--- config.mk ---
export PLATFORM = sky130hd
export DESIGN_NAME = booth_op_sequencer
export DESIGN_NICKNAME = d
export VERILOG_FILES = /design/src/rtl/booth_op_sequencer.sv
export SDC_FILE = /design/constraint.sdc
export NUM_CORES = 1
export LEC_CHECK = 0
export BUFFER_PORTS_ARGS = -buffer_cell sky130_fd_sc_hd__buf_2
export CAP_MARGIN = 10
export CORE_MARGIN = 2
export CORE_UTILIZATION = 43
export CTS_CLUSTER_SIZE = 25
export DETAILED_ROUTE_END_ITERATION = 12
export GPL_TIMING_DRIVEN = 0
export PLACE_DENSITY = 0.66
export SLEW_MARGIN = 20
export SYNTH_ARGS = -nofsm -noshare
export SYNTH_HDL_FRONTEND = slang
export SYNTH_SLANG_ARGS = --single-unit
--- constraint.sdc ---
create_clock -name clk -period 5.7 [get_ports clk]
set_clock_uncertainty 0.15 [all_clocks]
set_input_delay 1.14 -clock clk [delete_from_list [all_inputs] [get_ports clk]]
set_output_delay 1.14 -clock clk [all_outputs]
set_load 0.02 [all_outputs]
--- src/rtl/booth_op_sequencer.sv ---
// Feeds operand pairs from a small FIFO into an iterative Booth multiplier core and captures its product.
// Optional running accumulator of captured products: define BOOTH_SEQ_ACC_EN.
module booth_op_sequencer #(
    parameter int ITER       = 4,
    parameter int FIFO_DEPTH = 2
) (
    input  logic        clk,
    input  logic        rst,
    input  logic        in_valid,
    output logic        in_ready,
    input  logic [3:0]  in_mr,
    input  logic [3:0]  in_md,
    output logic        mul_load,
    output logic [3:0]  mul_mr,
    output logic [3:0]  mul_md,
    input  logic [7:0]  mul_out,
    output logic        res_valid,
    input  logic        res_ready,
    output logic [7:0]  res_prod,
`ifdef BOOTH_SEQ_ACC_EN
    input  logic        acc_clr,
    output logic [11:0] acc_out,
`endif
    output logic        busy
);

    localparam int PTR_W = (FIFO_DEPTH > 1) ? $clog2(FIFO_DEPTH) : 1;
    localparam int CNT_W = PTR_W + 1;
    localparam int ITW   = $clog2(ITER + 1);

    localparam logic [1:0] IDLE = 2'd0;
    localparam logic [1:0] LOAD = 2'd1;
    localparam logic [1:0] RUN  = 2'd2;
    localparam logic [1:0] CAPT = 2'd3;

    logic [1:0]       state;
    logic [ITW-1:0]   iter_cnt;

    logic [7:0]       fifo_mem [FIFO_DEPTH];
    logic [PTR_W-1:0] wr_ptr;
    logic [PTR_W-1:0] rd_ptr;
    logic [CNT_W-1:0] fifo_count;
    logic             fifo_full;
    logic             fifo_empty;
    logic [7:0]       fifo_head;
    logic             push;
    logic             pop;

    assign fifo_full  = (fifo_count == CNT_W'(FIFO_DEPTH));
    assign fifo_empty = (fifo_count == '0);
    assign fifo_head  = fifo_mem[rd_ptr];

    // in_ready depends only on registered occupancy, never on in_valid.
    assign in_ready = ~fifo_full;
    assign push     = in_valid & ~fifo_full;
    assign pop      = (state == IDLE) & ~fifo_empty & (~res_valid | res_ready);

    assign mul_load = (state == IDLE) | (state == LOAD);
    assign busy     = (state != IDLE);

    always_ff @(posedge clk) begin
        if (push) begin
            fifo_mem[wr_ptr] <= {in_mr, in_md};
        end
    end

    // Pointers wrap naturally because the depth is a power of two.
    always_ff @(posedge clk or posedge rst) begin
        if (rst) begin
            wr_ptr     <= '0;
            rd_ptr     <= '0;
            fifo_count <= '0;
        end else begin
            if (push) begin
                wr_ptr <= wr_ptr + PTR_W'(1);
            end
            if (pop) begin
                rd_ptr <= rd_ptr + PTR_W'(1);
            end
            case ({push, pop})
                2'b10:   fifo_count <= fifo_count + CNT_W'(1);
                2'b01:   fifo_count <= fifo_count - CNT_W'(1);
                default: fifo_count <= fifo_count;
            endcase
        end
    end

    always_ff @(posedge clk or posedge rst) begin
        if (rst) begin
            state    <= IDLE;
            iter_cnt <= '0;
            mul_mr   <= '0;
            mul_md   <= '0;
        end else begin
            case (state)
                IDLE: begin
                    if (pop) begin
                        state            <= LOAD;
                        {mul_mr, mul_md} <= fifo_head;
                    end
                end
                LOAD: begin
                    state    <= RUN;
                    iter_cnt <= '0;
                end
                RUN: begin
                    if (iter_cnt == ITW'(ITER - 1)) begin
                        state <= CAPT;
                    end else begin
                        iter_cnt <= iter_cnt + ITW'(1);
                    end
                end
                CAPT: begin
                    state <= IDLE;
                end
                default: begin
                    state <= IDLE;
                end
            endcase
        end
    end

    // A capture always wins over a same-cycle consumer handshake.
    always_ff @(posedge clk or posedge rst) begin
        if (rst) begin
            res_valid <= 1'b0;
            res_prod  <= '0;
        end else if (state == CAPT) begin
            res_valid <= 1'b1;
            res_prod  <= mul_out;
        end else if (res_valid && res_ready) begin
            res_valid <= 1'b0;
        end
    end

`ifdef BOOTH_SEQ_ACC_EN
    logic [11:0] prod_ext;

    assign prod_ext = {{4{mul_out[7]}}, mul_out};

    always_ff @(posedge clk or posedge rst) begin
        if (rst) begin
            acc_out <= '0;
        end else if (state == CAPT) begin
            acc_out <= acc_clr ? prod_ext : (acc_out + prod_ext);
        end else if (acc_clr) begin
            acc_out <= '0;
        end
    end
`endif

endmodule

==> reports/results.tsv, run 1 <==
stage	metric	value	unit
placement	Detail Placement HPWL	2090	um
final_layout	Ant. Diodes	0	
floorplanning	die area	4580	um^2
clock_network	clock-pin slew on the worst setup and hold paths	0.07	ns
timing	Final Max Slew Viols	0	
setup_path	stages on the worst setup path	4	
synthesis	Seq cells post-synth	42	
final_layout	Final #Nets	181	
timing	Slew @ Worst Pin	0.719	ns
drt	WL final	2870	um
timing	Final setup viols	0	
setup_path	Crit path buffers/inverters	2	
synthesis	EDFF count, synth	16	
setup_path	CP Max Fanout	4	
synthesis	largest cells by area after synthesis	dfrtp_1, edfxtp_1, mux2_2	
floorplanning	Die Wd	67.6	um
synthesis	Main synth FF type	dfrtp_1	
setup_path	Critical Path Sink	mul_load	
placement	routability cong.	0.708	
global_route	largest net degree at the start of global routing	27	
run	Max-cap violations	0	
global_route	GR Overflow Total	0	
synthesis	most frequent cell after synthesis	dfrtp_1	
synthesis	ys async rst share	0.619	
setup_path	CP required	4.41	ns
final_layout	synth-to-layout area growth	20.7	%
setup_path	CP delay by family, top	flip-flops	
drt	DRC viols	0	
setup_path	CP max stage delay	0.40	ns
power	Leakage	0.965	nW
synthesis	Yosys top cell area share	0.374	
outcome	status	complete, no violations	
setup_path	critical path launch point type	flip-flop	
power	maximum VDD drop	289	uV
setup_path	Reg2Reg Capture Point	fifo_count[1]$_DFFE_PP0P_	
timing	fmax	362	MHz
synthesis	Yosys warnings	0	
setup_path	reg-to-reg slack, setup	3.63	ns
floorplanning	Core Region	3940	um^2
floorplanning	die height	67.6	um
power	pwr/cell area	612	nW/um^2
timing	Final WS setup	2.94	ns
clock_network	CTS Buf Count	5	
timing	Setup TNS	0	ns
setup_path	slowest stage cell, crit path	dfrtp_1	
setup_path	cell count of the worst reg-to-reg path	9	
global_route	vias in the first global route	987	
clock_network	Clock Tree Root	clkbuf_8	
placement	DP Worst Slack	3.01	ns
floorplanning	Rows	23	
clock_network	Post CTS Setup Buffer Count	0	
drt	Final ANT Viol Nets	0	
synthesis	Distinct cells, synth	23	
clock_network	Skew-Pair Late Insertion Delay	0.29	ns
global_route	antenna violations before repair	0	
clock_network	CTS tree	done	
timing	unrepaired setup endpoints after global routing	false	
timing	period utilization	0.484	
setup_path	crit path kind	flip-flop to output port	
min_path	Tightest Hold Check Type	flip-flop to flip-flop	
timing	Final Hold Viols	0	
synthesis	Commonest cells post-synth	dfrtp_1, mux2_2, edfxtp_1, mux2_4	
drt	vias	978	
clock_network	PostCTS Resize Cnt	0	
synthesis	register area share after synthesis	0.649	
timing	fin crit period	2.76	ns
setup_path	worst r2r src	state[0]$_DFFE_PP0P_	
drt	vias per cell	4.79	
setup_path	crit path from	state[0]$_DFFE_PP0P_	
synthesis	Post-Syn Area	1740	um^2
floorplanning	num ports	40	
global_route	Tot GR Track Use	0.141	
final_layout	share of cells above drive strength 1	0.494	
drt	WL/cell	14.0	um
synthesis	Synth Instances	108	
synthesis	Synth area leader	dfrtp_1	
placement	I/O Buffers	39	
synthesis	syn nets	135	
clock_network	htree depth	2	
synthesis	syn_area_per_cell	16.1	um^2
clock_network	clock sinks	42	
setup_path	Worst Setup End Kind	output port	
clock_network	CTS Hold Buffers Added	0	
clock_network	CTS Buffer Depth	2	
setup_path	crit-path cells	inv_1 > ha_1 > or2_2 > buf_2	
setup_path	CP arrival	1.47	ns
timing	max_slew headroom	0.519	
global_route	first-pass GRT wire length	4600	um
floorplanning	Starting Density	0.442	
drt	Initial DRC Count	27	
drt	drt first pass iters	4	
[sequential cells by signal (all words and copies together), names as in the netlist]
name        count
mul_mr          4
res_prod        8
rd_ptr          1
iter_cnt        3
wr_ptr          1
res_valid       1
fifo_count      2
mul_md          4
state           2
fifo_mem       16
[area by class of cell]
| class | count | area (um^2) |
|---|---|---|
| multi-input cells | 56 | 564 |
| fillers | 351 | 1840 |
| well taps | 50 | 62.6 |
| repair buffers | 39 | 195 |
| clock inverters | 2 | 33.8 |
| inverters | 7 | 26.3 |
| flip-flops and latches | 42 | 1130 |
| clock buffers | 5 | 68.8 |
| plain buffers | 3 | 20.0 |
[routing by layer]
| metal | global-route usage | vias to the layer above | share of wire |
|---|---|---|---|
| met5 | 0 | - | 0 |
| met4 | 0.0383 | 0 | 0.012 |
| met3 | 0.0533 | 4 | 0.058 |
| met2 | 0.241 | 24 | 0.53 |
| met1 | 0.165 | 480 | 0.40 |
| li1 | - | 470 | - |
[placed cells by master (no fill, tap or decap), drive strengths merged]
master / n
edfxtp: 16
o22a: 1
or2: 2
o31ai: 1
inv: 7
and3: 1
mux2i: 1
buf: 40
a21oi: 2
ha: 7
nand2b: 3
nand2: 2
nor2: 3
xor2: 1
mux2: 26
xnor2: 4
clkinv: 1
clkbuf: 7
a22o: 1
o21ai: 1
bufinv: 1
dfrtp: 26
[power breakdown]
part | switching (W) | internal [W]
clock network | 0.0000912 | 0.000126
logic | 0.000291 | 0.000277
registers | 0.0000597 | 0.000442
total | 0.000441 | 0.000846
[stage by stage]
| step | power [W] | util | cells | area (um^2) | hold WS (ns) |
|---|---|---|---|---|---|
| after floorplan | 0.000931 | - | 108 | 1740 | 0.310 |
| after global placement | 0.00106 | 0.507 | 197 | 2000 | 0.328 |
| after detailed placement | 0.00108 | 0.507 | 197 | 2000 | 0.330 |
| after CTS | 0.00131 | 0.533 | 204 | 2100 | 0.345 |
| after global routing | 0.00138 | 0.533 | 204 | 2100 | 0.368 |
| final | 0.00129 | 0.533 | 204 | 2100 | 0.342 |
[worst min-delay path by stage]
stage	slack (ns)	from	endpoint	cells after the start
6_report	0.34	wr_ptr$_DFFE_PP0P_	wr_ptr$_DFFE_PP0P_	1
5_1_grt	0.37	wr_ptr$_DFFE_PP0P_	wr_ptr$_DFFE_PP0P_	1
4_1_cts	0.34	wr_ptr$_DFFE_PP0P_	wr_ptr$_DFFE_PP0P_	1
3_5_place_dp	0.33	wr_ptr$_DFFE_PP0P_	wr_ptr$_DFFE_PP0P_	1
3_3_place_gp	0.33	wr_ptr$_DFFE_PP0P_	wr_ptr$_DFFE_PP0P_	1
2_1_floorplan	0.31	wr_ptr$_DFFE_PP0P_	wr_ptr$_DFFE_PP0P_	1
[logic make-up after synthesis]
logic type,count (synthesis),synth area share
flip-flops,42,0.649
multiplexers,27,0.191
AND/OR/NAND/NOR,11,0.0323
buffers and inverters,10,0.0266
adder cells (fa/ha/maj),7,0.0503
AO/OA/AOI/OAI,6,0.0251
XOR/XNOR,5,0.0251
Power figures use the tool's default switching activity.
==> inputs of run 2 (changes only) <==
--- a/config.mk
+++ b/config.mk
@@ -5,6 +5,7 @@
 export SDC_FILE = /design/constraint.sdc
 export NUM_CORES = 1
 export LEC_CHECK = 0
+export ABC_AREA = 1
 export BUFFER_PORTS_ARGS = -buffer_cell sky130_fd_sc_hd__buf_2
 export CAP_MARGIN = 10
 export CORE_MARGIN = 2
==> constraint.sdc (replaced) <==
create_clock -name clk -period 2.7 [get_ports clk]
set_clock_uncertainty 0.15 [all_clocks]
set_input_delay 0.54 -clock clk [delete_from_list [all_inputs] [get_ports clk]]
set_output_delay 0.54 -clock clk [all_outputs]
set_load 0.02 [all_outputs]
==> reports/results.tsv, run 2 <==
stage	metric	value	unit	change
global_route	GR Overflow Total	0		unchanged
synthesis	Main synth FF type	dfrtp_1		
clock_network	CTS Buf Count	5		unchanged
floorplanning	die area	4600	um^2	+0.62%
synthesis	register area share after synthesis	0.645		-0.00417
final_layout	share of cells above drive strength 1	0.256		-0.238
drt	vias per cell	4.31		-10%
global_route	grt met1 use	0.164		-0.000744
clock_network	CTS Buffer Depth	2		unchanged
clock_network	Post CTS Setup Buffer Count	0		unchanged
setup_path	crit path kind	flip-flop to flip-flop		
drt	vias	1159		+19%
synthesis	Yosys top cell area share	0.371		-0.00240
floorplanning	Rows	23		unchanged
setup_path	CP Max Fanout	10		+6
clock_network	Skew-Pair Late Insertion Delay	0.28	ns	about the same
final_layout	Final #Nets	245		+35%
placement	I/O Buffers	39		unchanged
timing	Final Max Slew Viols	0		unchanged
setup_path	CP required	2.72	ns	-1.69 ns
timing	period utilization	0.759		
setup_path	cell count of the worst reg-to-reg path	10		+1
clock_network	clock-pin slew on the worst setup and hold paths	0.07	ns	about the same
setup_path	Worst Setup End Kind	flip-flop		
floorplanning	die height	67.9	um	+0.31%
global_route	Tot GR Track Use	0.138		-0.00253
final_layout	synth-to-layout area growth	21.0	%	
final_layout	most frequent cells in the layout	nand2_1, buf_2, dfrtp_1		
synthesis	Yosys warnings	0		unchanged
setup_path	crit path from	state[0]$_DFFE_PP0P_		
drt	Final ANT Viol Nets	0		unchanged
setup_path	reg-to-reg slack, setup	0.65	ns	-2.98 ns
power	Comb pwr share	0.426		-0.015
synthesis	Distinct cells, synth	21		-8.7%
setup_path	CP arrival	2.07	ns	+0.60 ns
power	maximum VDD drop	469	uV	+62%
synthesis	Post-Syn Area	1750	um^2	+0.65%
synthesis	most frequent cell after synthesis	nand2_1		
timing	fin crit period	2.05	ns	
synthesis	EDFF count, synth	16		unchanged
timing	fmax	488	MHz	
synthesis	largest cells by area after synthesis	dfrtp_1, edfxtp_1, nand2_1		
synthesis	syn_area_per_cell	10.2	um^2	-37%
placement	routability cong.	0.716		+1.1%
floorplanning	Starting Density	0.441		about the same
synthesis	syn nets	199		+47%
timing	unrepaired setup endpoints after global routing	false		
min_path	Tightest Hold Check Type	primary input to flip-flop		
placement	Detail Placement HPWL	1990	um	-4.9%
global_route	antenna violations before repair	0		unchanged
run	Max-cap violations	0		unchanged
power	Internal Power	0.00159	W	+88%
final_layout	Top reg by flops	fifo_mem		
final_layout	max reg flops	16		unchanged
floorplanning	Die Wd	67.9	um	+0.31%
setup_path	Reg2Reg Capture Point	fifo_count[1]$_DFFE_PP0P_		
outcome	status	complete, no violations		
setup_path	Critical Path Sink	fifo_count[1]$_DFFE_PP0P_		
global_route	vias in the first global route	1131		+15%
drt	DRC viols	0		unchanged
global_route	met3 Usage GRT	0.0576		+0.00423
final_layout	Ant. Diodes	0		unchanged
clock_network	htree depth	2		unchanged
global_route	GR Layer Usage met2	0.228		-0.0135
drt	Initial DRC Count	91		+240%
drt	drt first pass iters	4		unchanged
synthesis	Synth Instances	172		+59%
drt	WL/cell	10.1	um	-28%
timing	max_slew headroom	0.380		-0.139
final_layout	design area	2120	um^2	+0.89%
final_layout	commonest non-fill, non-tap cell in the layout	nand2_1		
setup_path	worst r2r src	state[0]$_DFFE_PP0P_		
floorplanning	Core Region	3970	um^2	+0.73%
timing	Setup TNS	0	ns	unchanged
timing	Final setup viols	0		unchanged
power	Sw Ratio	0.394		+0.0508
setup_path	critical path launch point type	flip-flop		
power	pwr/cell area	1230	nW/um^2	+100%
synthesis	Seq cells post-synth	42		unchanged
final_layout	Largest regs	fifo_mem (16), res_prod (8)		
clock_network	CTS Hold Buffers Added	0		unchanged
clock_network	PostCTS Resize Cnt	0		unchanged
synthesis	Synth area leader	dfrtp_1		
floorplanning	num ports	40		unchanged
drt	WL final	2710	um	-5.5%
final_layout	fillers	340		-3.1%
power	sequential share of power	0.395		+0.005
placement	DP Area	2010	um^2	+0.56%
power	Clk pwr share	0.179		+0.010
global_route	first-pass GRT wire length	4610	um	+0.15%
global_route	largest net degree at the start of global routing	27		unchanged
synthesis	Commonest cells post-synth	nand2_1, dfrtp_1, edfxtp_1, inv_1, ha_1		
power	P_sw	0.00103	W	+130%
global_route	global route hottest layer	met2		
power	Leakage	1.10	nW	+14%
timing	Slew @ Worst Pin	0.929	ns	+0.210 ns
synthesis	ys async rst share	0.619		unchanged
clock_network	Clock Tree Root	clkbuf_8		
clock_network	CTS tree	done		
timing	Final Hold Viols	0		unchanged
clock_network	clock sinks	42		unchanged
run 2: cell count changes in the layout (fill, tap and decap cells not counted), sizes merged, moves of 3 or more:
cell / before / now
nand2: 2 / 83
mux2: 26 / 0
inv: 7 / 12
nand2b: 3 / 0
nand3: 0 / 3
nor2: 3 / 6
xnor2: 4 / 1
run 2: how the worst min path moves through the flow:
stage,cells after the start,endpoint,startpoint,slack [ns]
2_1_floorplan,1,iter_cnt[0]$_DFFE_PP0P_,iter_cnt[0]$_DFFE_PP0P_,0.30
3_3_place_gp,2,res_prod[7]$_DFFE_PP0P_,res_prod[7]$_DFFE_PP0P_,0.30
3_5_place_dp,2,res_prod[5]$_DFFE_PP0P_,res_prod[5]$_DFFE_PP0P_,0.31
4_1_cts,1,fifo_mem[1][6]$_DFFE_PP_,in_mr[2],0.28
5_1_grt,1,fifo_mem[0][1]$_DFFE_PP_,in_md[1],0.28
6_report,1,fifo_mem[0][3]$_DFFE_PP_,in_md[3],0.29
run 2: cell families after synthesis:
kind of cell,share of synthesized area
flip-flops,0.645
AND/OR/NAND/NOR,0.223
XOR/XNOR,0.0150
adder cells (fa/ha/maj),0.0500
AO/OA/AOI/OAI,0.0250
buffers and inverters,0.0421
run 2: power by group through the flow:
stage | sequential (W) | combinational [W] | clock (W)
finish | 0.00103 | 0.00111 | 0.000469
global route | 0.00107 | 0.00128 | 0.000512
CTS | 0.00104 | 0.00114 | 0.000488
detailed placement | 0.00105 | 0.00113 | 0
global placement | 0.00104 | 0.00111 | 0
floorplan | 0.00119 | 0.000675 | 0
run 2: critical path, stage by stage, from the launching register on:
cell and delay, ns:
dfrtp_1 0.41, inv_1 0.08, ha_1 0.21, inv_1 0.12, nor2_2 0.07, nand2_4 0.13, clkinv_4 0.11, ha_1 0.31
a21oi_1 0.13, nand2_1 0.07, xor2_1 0.14
run 2: metrics by stage:
stage	power [W]	util	hold WS [ns]	worst slack (ns)	std cells
after global placement	0.00215	0.506	0.301	0.634	261
after detailed placement	0.00218	0.506	0.309	0.616	261
after floorplan	0.00186	-	0.301	0.719	172
after CTS	0.00266	0.534	0.279	0.632	269
after global routing	0.00286	0.534	0.278	0.481	269
final	0.00262	0.534	0.290	0.650	269
run 2: routing by layer:
layer | up-vias | share of wire
met2 | 37 | 0.44
li1 | 627 | -
met4 | 0 | 0.0063
met5 | - | 0
met3 | 2 | 0.078
met1 | 493 | 0.47
run 2: cell type report:
type	instances	area (um^2)	share of cell area
well taps	50	62.6	0.0295
clock buffers	6	72.6	0.0342
clock inverters	2	37.5	0.0177
inverters	15	61.3	0.0289
repair buffers	39	195	0.0920
flip-flops and latches	42	1130	0.533
plain buffers	2	12.5	0.00590
multi-input cells	113	548	0.258
==> inputs of run 3 (changes only) <==
--- a/config.mk
+++ b/config.mk
@@ -13,7 +13,7 @@
 export CTS_CLUSTER_SIZE = 25
 export DETAILED_ROUTE_END_ITERATION = 12
 export GPL_TIMING_DRIVEN = 0
-export PLACE_DENSITY = 0.66
+export PLACE_DENSITY = 0.68
 export SLEW_MARGIN = 20
 export SYNTH_ARGS = -nofsm -noshare
 export SYNTH_HDL_FRONTEND = slang
==> constraint.sdc (replaced) <==
create_clock -name clk -period 1.8 [get_ports clk]
set_clock_uncertainty 0.15 [all_clocks]
set_input_delay 0.36 -clock clk [delete_from_list [all_inputs] [get_ports clk]]
set_output_delay 0.36 -clock clk [all_outputs]
set_load 0.02 [all_outputs]
==> reports/results.tsv, run 3 (synthesized netlist as in run 2, its figures left out) <==
stage	metric	value	unit	change
final_layout	design area	2180	um^2	+3.0%
global_route	GR Overflow Total	0		unchanged
floorplanning	Die Wd	67.9	um	unchanged
run	Max-cap violations	0		unchanged
drt	Final ANT Viol Nets	0		unchanged
timing	Slew @ Worst Pin	0.904	ns	-0.0252 ns
drt	WL/cell	10.5	um	+4.3%
timing	Final Max Slew Viols	0		unchanged
outcome	status	finished with violations		
power	Sw Ratio	0.402		+0.00814
clock_network	CTS Buf Count	5		unchanged
setup_path	CP delay by family, top	flip-flops		
setup_path	CP arrival	1.25	ns	-0.82 ns
clock_network	htree depth	2		unchanged
floorplanning	die height	67.9	um	unchanged
final_layout	Top reg by flops	fifo_mem		
final_layout	post-route insts no fill	276		+2.6%
setup_path	reg-to-reg slack, setup	0.05	ns	-0.60 ns
floorplanning	Core Region	3970	um^2	unchanged
floorplanning	Rows	23		unchanged
timing	unrepaired setup endpoints after global routing	true		
clock_network	CTS tree	done		
placement	DP Area	2040	um^2	+1.4%
global_route	antenna violations before repair	0		unchanged
final_layout	Largest regs	fifo_mem (16), res_prod (8)		
power	P_sw	0.00162	W	+57%
placement	placed cells	261		unchanged
global_route	Tot GR Track Use	0.140		+0.00112
power	sequential share of power	0.385		-0.010
setup_path	Crit path buffers/inverters	3		unchanged
clock_network	CTS Buffer Depth	2		unchanged
setup_path	critical path launch point type	flip-flop		
clock_network	Skew-Pair Late Insertion Delay	0.29	ns	about the same
final_layout	fillers	371		+9.1%
setup_path	crit path kind	flip-flop to output port		
drt	vias per cell	4.44		+3.0%
clock_network	clock-pin slew on the worst setup and hold paths	0.08	ns	about the same
setup_path	cell count of the worst reg-to-reg path	10		unchanged
power	Internal Power	0.00241	W	+52%
floorplanning	num ports	40		unchanged
setup_path	slowest stage cell, crit path	dfrtp_1		
global_route	first-pass GRT wire length	4470	um	-3.0%
outcome	failing checks	negative hold slack		
timing	WHS	-0.00219	ns	-0.292 ns
drt	WL final	2900	um	+7.0%
timing	Setup TNS	0	ns	unchanged
final_layout	share of cells above drive strength 1	0.301		+0.0452
final_layout	Final #Nets	252		+2.9%
clock_network	CTS Hold Buffers Added	0		unchanged
timing	period utilization	0.979		
setup_path	CP required	1.29	ns	-1.43 ns
drt	drt first pass iters	4		unchanged
drt	Initial DRC Count	46		-49%
timing	fmax	567	MHz	
setup_path	CP max stage delay	0.38	ns	-0.03 ns
setup_path	CP Max Fanout	3		-7
timing	Final setup viols	0		unchanged
power	pwr/cell area	1840	nW/um^2	+49%
final_layout	synth-to-layout area growth	24.6	%	
timing	max_slew headroom	0.393		+0.0138
setup_path	Worst Setup End Kind	output port		
final_layout	commonest non-fill, non-tap cell in the layout	nand2_1		
power	Leakage	1.12	nW	+2.0%
floorplanning	Starting Density	0.441		unchanged
final_layout	max reg flops	16		unchanged
floorplanning	die area	4600	um^2	unchanged
setup_path	crit-path cells	buf_4 > ha_1 > inv_1 > nand2_1 > buf_6		
drt	DRC viols	0		unchanged
timing	fin crit period	1.76	ns	
global_route	vias in the first global route	1050		-7.2%
drt	vias	1225		+5.7%
placement	routability cong.	0.702		-2.0%
setup_path	Reg2Reg Capture Point	fifo_count[1]$_DFFE_PP0P_		
timing	Final Hold Viols	19		+19
global_route	largest net degree at the start of global routing	27		unchanged
clock_network	Clock Tree Root	clkbuf_8		
power	maximum VDD drop	759	uV	+62%
placement	Detail Placement HPWL	2020	um	+1.4%
power	Comb pwr share	0.477		+0.051
min_path	Tightest Hold Check Type	primary input to async pin		
placement	I/O Buffers	39		unchanged
final_layout	Ant. Diodes	0		unchanged
final_layout	most frequent cells in the layout	nand2_1, buf_2, dfrtp_1		
power	Clk pwr share	0.138		-0.041
setup_path	worst r2r src	state[0]$_DFFE_PP0P_		
clock_network	clock sinks	42		unchanged
final_layout	final core occ	0.550		+0.0161
run 3: worst max path at each step:
stage | end | slack [ns] | depth (start not counted) | start
after CTS | fifo_mem[1][6]$_DFFE_PP_ | 0.002 | 3 | fifo_count[0]$_DFFE_PP0P_
after floorplan | fifo_count[1]$_DFFE_PP0P_ | 0.02 | 10 | state[1]$_DFFE_PP0P_
after global placement | fifo_count[1]$_DFFE_PP0P_ | -0.07 | 10 | state[1]$_DFFE_PP0P_
after global routing | fifo_count[1]$_DFFE_PP0P_ | -0.06 | 10 | state[0]$_DFFE_PP0P_
after detailed placement | fifo_count[1]$_DFFE_PP0P_ | -0.1 | 10 | state[1]$_DFFE_PP0P_
final | mul_load | 0.04 | 5 | state[0]$_DFFE_PP0P_
run 3: worst register-to-register path, cell delays in order (launching register included):
cell and delay (ns):
dfrtp_1 0.38, inv_1 0.09, ha_2 0.20, inv_4 0.05, nor2_4 0.09, nand2_4 0.09
clkinv_4 0.07, ha_4 0.20, a21oi_2 0.10, nand2_1 0.07, xor2_1 0.15
run 3: what timing repair did:
item | in CTS | in global routing
setup buffers | 3 | 4
setup endpoints to repair | 1 | 19
pin swaps | 0 | 2
gates resized for setup | 0 | 4
run 3: layer usage:
metal	vias to the layer above	GRT usage	share of wire
li1	643	-	-
met1	546	0.149	0.43
met2	34	0.238	0.49
met3	2	0.0592	0.073
met4	0	0.0675	0.0066
met5	-	0	0
run 3: stage by stage:
step                      total power (W)  worst slack (ns)
after floorplan                   0.00288            0.0153
after global placement            0.00333           -0.0723
after CTS                         0.00399           0.00207
after global routing              0.00439           -0.0644
after detailed placement          0.00336           -0.0970
final                             0.00402            0.0375
run 3: area by class of cell:
| type | count | area, um^2 | area share |
|---|---|---|---|
| flip-flops and latches | 42 | 1130 | 0.518 |
| multi-input cells | 113 | 579 | 0.265 |
| repair buffers | 46 | 254 | 0.116 |
| clock buffers | 6 | 72.6 | 0.0332 |
| inverters | 15 | 63.8 | 0.0292 |
| well taps | 50 | 62.6 | 0.0286 |
| plain buffers | 2 | 12.5 | 0.00573 |
| clock inverters | 2 | 8.76 | 0.00401 |
run 3: power by group through the flow:
stage | Clock [W] | Combinational [W] | Sequential, W
2_1_floorplan | 0 | 0.00110 | 0.00178
3_3_place_gp | 0 | 0.00175 | 0.00157
3_5_place_dp | 0 | 0.00178 | 0.00158
4_1_cts | 0.000583 | 0.00185 | 0.00155
5_1_grt | 0.000633 | 0.00218 | 0.00158
6_report | 0.000557 | 0.00192 | 0.00155
